--- src/rtl/datapath_src_mux42_sched.sv ---
// Job sequencer for the 4-source/2-output operand-pair mux: holds the pair select per job and
// passes exactly cmd_len beats downstream. Optional stall counter: DATAPATH_SRC_MUX42_SCHED_PERF_EN.
module datapath_src_mux42_sched #(
    parameter int LEN_W = 16,
    parameter int ID_W  = 4
) (
    input  logic             clk,
    input  logic             rst_n,
    input  logic             cmd_valid,
    output logic             cmd_ready,
    input  logic [1:0]       cmd_sel,
    input  logic [LEN_W-1:0] cmd_len,
    input  logic [ID_W-1:0]  cmd_id,
    output logic [1:0]       mux_sel,
    input  logic             mux_z_valid,
    output logic             mux_z_ready,
    output logic             dn_valid,
    input  logic             dn_ready,
    output logic             busy,
    output logic             done_pulse,
    output logic [ID_W-1:0]  done_id,
`ifdef DATAPATH_SRC_MUX42_SCHED_PERF_EN
    output logic [31:0]      stall_cnt,
`endif
    output logic             err_len0
);

    typedef enum logic [0:0] {
        IDLE = 1'b0,
        RUN  = 1'b1
    } state_t;

    state_t            state_r;
    state_t            state_next_s;
    logic [LEN_W-1:0]  cnt_r;
    logic [LEN_W-1:0]  cnt_next_s;
    logic [ID_W-1:0]   cur_id_r;
    logic [1:0]        mux_sel_r;
    logic              busy_r;
    logic              done_pulse_r;
    logic [ID_W-1:0]   done_id_r;
    logic              err_len0_r;

    logic              beat_fire_s;
    logic              last_beat_s;
    logic              cmd_ready_s;
    logic              cmd_fire_s;
    logic              len_zero_s;
    logic              load_s;
    logic              mux_z_ready_s;
    logic              dn_valid_s;

    // Handshake decode; a new job may only load when no beat of the old select is pending.
    always_comb begin
        beat_fire_s   = 1'b0;
        last_beat_s   = 1'b0;
        cmd_ready_s   = 1'b0;
        mux_z_ready_s = 1'b0;
        dn_valid_s    = 1'b0;
        case (state_r)
            IDLE: begin
                cmd_ready_s = 1'b1;
            end
            RUN: begin
                mux_z_ready_s = dn_ready;
                dn_valid_s    = mux_z_valid;
                beat_fire_s   = mux_z_valid & dn_ready;
                last_beat_s   = beat_fire_s & (cnt_r == {LEN_W{1'b0}});
                cmd_ready_s   = last_beat_s;
            end
            default: begin
                cmd_ready_s = 1'b0;
            end
        endcase
        len_zero_s = (cmd_len == {LEN_W{1'b0}});
        cmd_fire_s = cmd_valid & cmd_ready_s;
        load_s     = cmd_fire_s & ~len_zero_s;
    end

    // Next-state and beat counter: counter holds beats remaining after the current one.
    always_comb begin
        state_next_s = state_r;
        cnt_next_s   = cnt_r;
        case (state_r)
            IDLE: begin
                if (load_s) begin
                    state_next_s = RUN;
                end else begin
                    state_next_s = IDLE;
                end
            end
            RUN: begin
                if (last_beat_s && !load_s) begin
                    state_next_s = IDLE;
                end else begin
                    state_next_s = RUN;
                end
            end
            default: begin
                state_next_s = IDLE;
            end
        endcase
        if (load_s) begin
            cnt_next_s = cmd_len - LEN_W'(1);
        end else if (beat_fire_s && !last_beat_s) begin
            cnt_next_s = cnt_r - LEN_W'(1);
        end else begin
            cnt_next_s = cnt_r;
        end
    end

    // Sequencer state, job context and completion/status registers.
    always_ff @(posedge clk or negedge rst_n) begin
        if (!rst_n) begin
            state_r      <= IDLE;
            cnt_r        <= {LEN_W{1'b0}};
            cur_id_r     <= {ID_W{1'b0}};
            mux_sel_r    <= 2'b00;
            busy_r       <= 1'b0;
            done_pulse_r <= 1'b0;
            done_id_r    <= {ID_W{1'b0}};
            err_len0_r   <= 1'b0;
        end else begin
            state_r      <= state_next_s;
            cnt_r        <= cnt_next_s;
            busy_r       <= (state_next_s == RUN);
            done_pulse_r <= last_beat_s;
            if (load_s) begin
                cur_id_r  <= cmd_id;
                mux_sel_r <= cmd_sel;
            end
            if (last_beat_s) begin
                done_id_r <= cur_id_r;
            end
            if (cmd_fire_s && len_zero_s) begin
                err_len0_r <= 1'b1;
            end
        end
    end

`ifdef DATAPATH_SRC_MUX42_SCHED_PERF_EN
    logic [31:0] stall_cnt_r;
    logic        stall_s;

    // Saturating count of starved or backpressured RUN cycles, restarted per job from IDLE.
    always_ff @(posedge clk or negedge rst_n) begin
        if (!rst_n) begin
            stall_cnt_r <= 32'd0;
        end else if (load_s && (state_r == IDLE)) begin
            stall_cnt_r <= 32'd0;
        end else if (stall_s && (stall_cnt_r != 32'hFFFF_FFFF)) begin
            stall_cnt_r <= stall_cnt_r + 32'd1;
        end
    end

    assign stall_s   = (state_r == RUN) & (~mux_z_valid | ~dn_ready);
    assign stall_cnt = stall_cnt_r;
`endif

    assign cmd_ready   = cmd_ready_s;
    assign mux_z_ready = mux_z_ready_s;
    assign dn_valid    = dn_valid_s;
    assign mux_sel     = mux_sel_r;
    assign busy        = busy_r;
    assign done_pulse  = done_pulse_r;
    assign done_id     = done_id_r;
    assign err_len0    = err_len0_r;

endmodule

--- config.mk ---
export PLATFORM = sky130hd
export DESIGN_NAME = datapath_src_mux42_sched
export DESIGN_NICKNAME = d
export VERILOG_FILES = /design/src/rtl/datapath_src_mux42_sched.sv
export SDC_FILE = /design/constraint.sdc
export NUM_CORES = 1
export LEC_CHECK = 0
export ABC_AREA = 1
export BUFFER_PORTS_ARGS = -buffer_cell sky130_fd_sc_hd__buf_2
export CAP_MARGIN = 20
export CORE_MARGIN = 2
export CORE_UTILIZATION = 60
export CTS_CLUSTER_DIAMETER = 60
export DETAILED_ROUTE_END_ITERATION = 6
export PLACE_DENSITY = 0.85
export SLEW_MARGIN = 10
export SYNTH_ARGS = -nofsm -noshare
export SYNTH_HDL_FRONTEND = slang
export SYNTH_SLANG_ARGS = --single-unit
--- constraint.sdc ---
create_clock -name clk -period 6.4 [get_ports clk]
set_clock_uncertainty 0.05 [all_clocks]
set_input_delay 0.32 -clock clk [delete_from_list [all_inputs] [get_ports clk]]
set_output_delay 0.32 -clock clk [all_outputs]
set_load 0.02 [all_outputs]
Word level (Yosys, flattened, before mapping)

Index checks and enable logic that the tools add are counted.
W data, S select, Z words.

Flip-flop bits (word level): 29
Logic and storage cells: 33

Reduce and logical (&&, ||, !) cells: 8
Bitwise gates (word level): 6
Add/subtract/negate cells: 2
Mux-type cells: 10

Operators with widths:

| kind                    | number |
|---|---|
| $logic_not A16 Y1       | 2 |
| $mux W16                | 2 |
| $sub A16 B1 Y16 const B | 2 |
| $mux W1                 | 6 |
| $and A1 B1 Y1           | 4 |
| $pmux W1 S2             | 2 |
| $logic_and A1 B1 Y1     | 3 |
| $logic_not A1 Y1        | 2 |
| $not A1 Y1              | 2 |
| $reduce_bool A2 Y1      | 1 |

Longest topological paths before layout

Depth after elaboration: 9
Depth in mapped cells: 18
Depth with buffers taken out: 18

Worst setup path after synthesis

Ideal clock, no wire load.

Path type: register to register
From: register cnt_r[9]
To: register cnt_r[14]
Data arrival time: 1.909 ns
Path buffers: 1
Slack: 4.324 ns
Cell stages (with the launch flop): 17
Data required time: 6.233 ns
Path through: dfrtp_1 -> nor2_1 -> nand3_1 -> nor2_2 -> nand2_2 -> nand2_4 -> buf_6 -> nand4_1 -> nand2_1 -> ha_1 -> nand3_1 -> inv_2 -> nand2_1 -> nor2_2 -> nand3_1 -> nand3_1 -> nand2_1

Longest elaborated chain between the ends: 6
Elaborated cells between the ends (all ways): 12
Classes of those cells: add/sub (1); mux (4); bitwise (3); reduce/logical (4)

RTL lines:

| what                                                    | line | RTL |
|---|---|---|
| from (decl)                                             | 35   | `logic [LEN_W-1:0] cnt_r;` |
| from (signal assigned)                                  | 116  | `cnt_r <= {LEN_W{1'b0}};` |
| from (signal assigned)                                  | 125  | `cnt_r <= cnt_next_s;` |
| branches (longest 6 deep; another with $sub A16 B1 Y16) | n/a  |  |

Parallel ways; which one is timed is not known. The select of a mux whose other input is x is not followed.
A chain may end at the register's enable or synchronous reset.

Worst setup path in the final report

From: register cnt_r[8]
To: register cnt_r[3]

Longest elaborated chain between the ends: 6
Elaborated cells between the ends (all ways): 10
Classes of those cells: mux (3); bitwise (3); reduce/logical (4)

RTL lines:

| what                                                        | line    | RTL |
|---|---|---|
| $logic_not A16 Y1 *                                         | 68      | `last_beat_s = beat_fire_s & (cnt_r == {LEN_W{1'b0}});` |
| $and A1 B1 Y1 *                                             | 68      |  |
| $pmux W1 S2 / $mux W1 (equally long branches)               | 60      | `case (state_r)` |
| $and A1 B1 Y1 / $logic_not A1 Y1 (equally long branches)    | 76, 105 |  |
| $and A1 B1 Y1 / $logic_and A1 B1 Y1 (equally long branches) | 77, 105 |  |
| $mux W16 / $reduce_bool A2 Y1 (equally long branches)       | n/a     |  |

Every way passes the cells marked *; elsewhere a longest branch is shown, timed or not.

==> key figures <==
Outcome
  – Outcome: finished clean

Finish
  – Most frequent cells in the layout: nand2_1, buf_2, inv_1, nand4_1, dfrtp_1
  – Commonest non-fill, non-tap cell in the layout: nand2_1
  – Layout Cells excl Fill: about 400
  – Area grow syn2layout: 9.87%
  – Antenna cells: 0
  – Layout cells sized above 1: 0.199
  – Layout Nets: 379

Clocking
  – CTS Sinks: 29
  – Worst-Skew Late Latency: around 340 ps
  – Deepest clock path buffer count: 2
  – Hold Buf Count CTS: 1
  – CTS Root Cell: clkbuf_4
  – Setup Buffers After CTS: 0
  – TritonCTS Buffers: 5
  – Clk slew on worst S/H paths: 100 ps
  – CTS H-tree depth: 2
  – CTS tree: built
  – CTS resizes: 0

Floorplan
  – Core box area: 0.00336 mm²
  – Starting Density: 0.633
  – Die Wd: approximately 64 µm
  – I/O Pins: 39
  – Die H: 63.6 µm
  – Die area: ~0.0040 mm²
  – Row count: 21

Yosys
  – #FFs+latches synth: 29
  – Synth cell types: 25
  – Post-synthesis average cell area: 6.68 µm²
  – Net Count, Synth: roughly 350
  – Mapped cell area: between 0.002 and 0.0025 mm²
  – Cell count after synthesis: around 320
  – Register area share after synthesis: 0.341
  – Yosys warns: 0

Timing
  – Final Cycle Share: 0.462
  – Final setup fails: 0
  – Tmin final: between 2000 and 3000 ps
  – Unrepaired setup endpoints after global routing: false
  – Max Clk Rate: between 300 and 400 MHz
  – Final Max Slew Viols: 0
  – Worst-Margin Slew: between 600 and 700 ps
  – Fin. Hold Viols: 0
  – Max-Slew Margin vs Limit: 0.559
  – Setup_tns: 0 ps

Setup path
  – WP data arrival: between 3000 and 4000 ps
  – CP max FO: 35
  – Buf+Inv Stages, Crit Path: 1
  – Worst Setup Start Kind: flip-flop
  – CP Cell Sequence: nor2_1, nand3_1, nor2_2, nand2_2, nand2_4, nand3_4, nand2_1, inv_1, a21oi_1, a22oi_1
  – CP max stage delay: between 600 and 700 ps
  – CP required: about 6600 ps
  – R2r startpoint: cnt_r[8]
  – Crit-path slowest cell: nand2_1
  – Setup CP Type: reg -> reg
  – Worst Setup End Kind: flip-flop
  – CP top delay family: simple AND/OR/NAND/NOR gates
  – Critical path origin: cnt_r[8]

Detailed routing
  – DRT iter0 DRCs: approximately 150
  – Routed vias: approximately 2100
  – Iteration count of the initial detailed-routing pass: 5
  – DR WL/cell: about 13 µm
  – Drc violations: 0
  – Post-DRT Antenna Nets: 0
  – Final WL: between 5000 and 6000 µm
  – Vias per cell: about 5.4

Job
  – MaxCap Viol Count: 0

Power
  – Leak Pwr: around 1.3 nW
  – VDD IR max: between 0.0002 and 0.00025 V
  – PwrDens: 366 mW/mm²

Global route
  – Grt total ovfl: 0
  – Total track usage: 0.274
  – Vias in the first global route: 1936
  – First-pass GRT wire length: ~8600 µm
  – Initial antenna violation count: 0
  – Largest net degree at the start of global routing: 36

Placement
  – Port bufs: 38
  – Post-DP HPWL: just under 4000 µm
  – Post-Place Cells: roughly 390
  – RePlAce Congestion: roughly 0.93

Min path
  – HP Class: in -> reg
  – Hold_sp: cmd_sel[0]
## through the flow
step / hold slack (ps) / utilization / setup slack, ps / total power, W / cell area, µm²
3_3_place_gp: 329 / 0.677 / 3520 / 0.000738 / 2280
6_report: 165 / 0.696 / 3440 / 0.000856 / 2340
2_1_floorplan: -25.6 / - / 4320 / 0.000645 / 2130
5_1_grt: 153 / 0.696 / 3160 / 0.000937 / 2340
4_1_cts: 161 / 0.696 / 3490 / 0.000852 / 2340
3_5_place_dp: 329 / 0.677 / 3490 / 0.000743 / 2280
## Yosys cell counts (all sizes together)
cell / number / area share
nand2: 123 / 0.23
inv: 38 / 0.067
nor2: 36 / 0.082
nand4: 31 / 0.091
dfrtp: 29 / 0.34
nand3: 23 / 0.062
buf: 12 / 0.043
o21ai: 12 / 0.028
mux2: 6 / 0.032
a31oi: 2 / 0.0059
clkbuf: 2 / 0.0035
a21oi: 1 / 0.0023
a22oi: 1 / 0.0035
ha: 1 / 0.0059
o21bai: 1 / 0.0035
xor2: 1 / 0.0041
## logic make-up after synthesis
kind of cell / count (synthesis) / share of synthesized area
and+or+nand+nor: 213 / 0.461
buffers and inverters: 52 / 0.113
DFF: 29 / 0.341
AOI/OAI and AO/OA: 17 / 0.0435
muxes: 6 / 0.0317
xor gates and xnor gates: 1 / 0.00411
adders and majority gates: 1 / 0.00587
## worst paths after layout
kind | end | slack [ps] | cells past startpoint
worst max-delay path | cnt_r[3] | 3440 | 10
worst min-delay path | mux_sel[0] | 160 | 2
worst max register to register | cnt_r[3] | 3440 | 10
worst min register to register | done_id[2] | 430 | 2
max in group asynchronous | cnt_r[11] | 5390 | 2
min in group asynchronous | cnt_r[4] | 480 | 2
## per-layer routing
metal,routed length [µm],vias up,GRT usage
met5,0,-,0
met4,116,0,0.103
met3,263,12,0.0518
met2,2470,44,0.455
met1,2270,981,0.354
li1,-,1100,-
## report_power, final
group	internal [W]	switching, W
sequential	0.000247	0.0000502
combinational	0.000151	0.000298
clock	0.0000418	0.0000676
total	0.000440	0.000416
## worst reg2reg max path: cells and delay by family, from the launching register on
kind / cells / cell delay, ps
flip-flops: 1 / 430
AO/OA/AOI/OAI: 2 / 290
AND/OR/NAND/NOR: 7 / 1710
buffers and inverters: 1 / 360
## cell type report
class,instances,area [µm²]
fillers,323,1020
clock buffers,6,41.3
flip-flops and latches,29,726
inverters,38,143
well taps,46,57.6
clock inverters,2,10.0
repair buffers,39,200
multi-input cells,238,1160
## registers in the layout, indices dropped and copies added, names as in the netlist
signal      cells
err_len0        1
busy            1
cur_id_r        4
done_pulse      1
done_id         4
mux_sel         2
cnt_r          16
(Power assumes the default switching activity.)
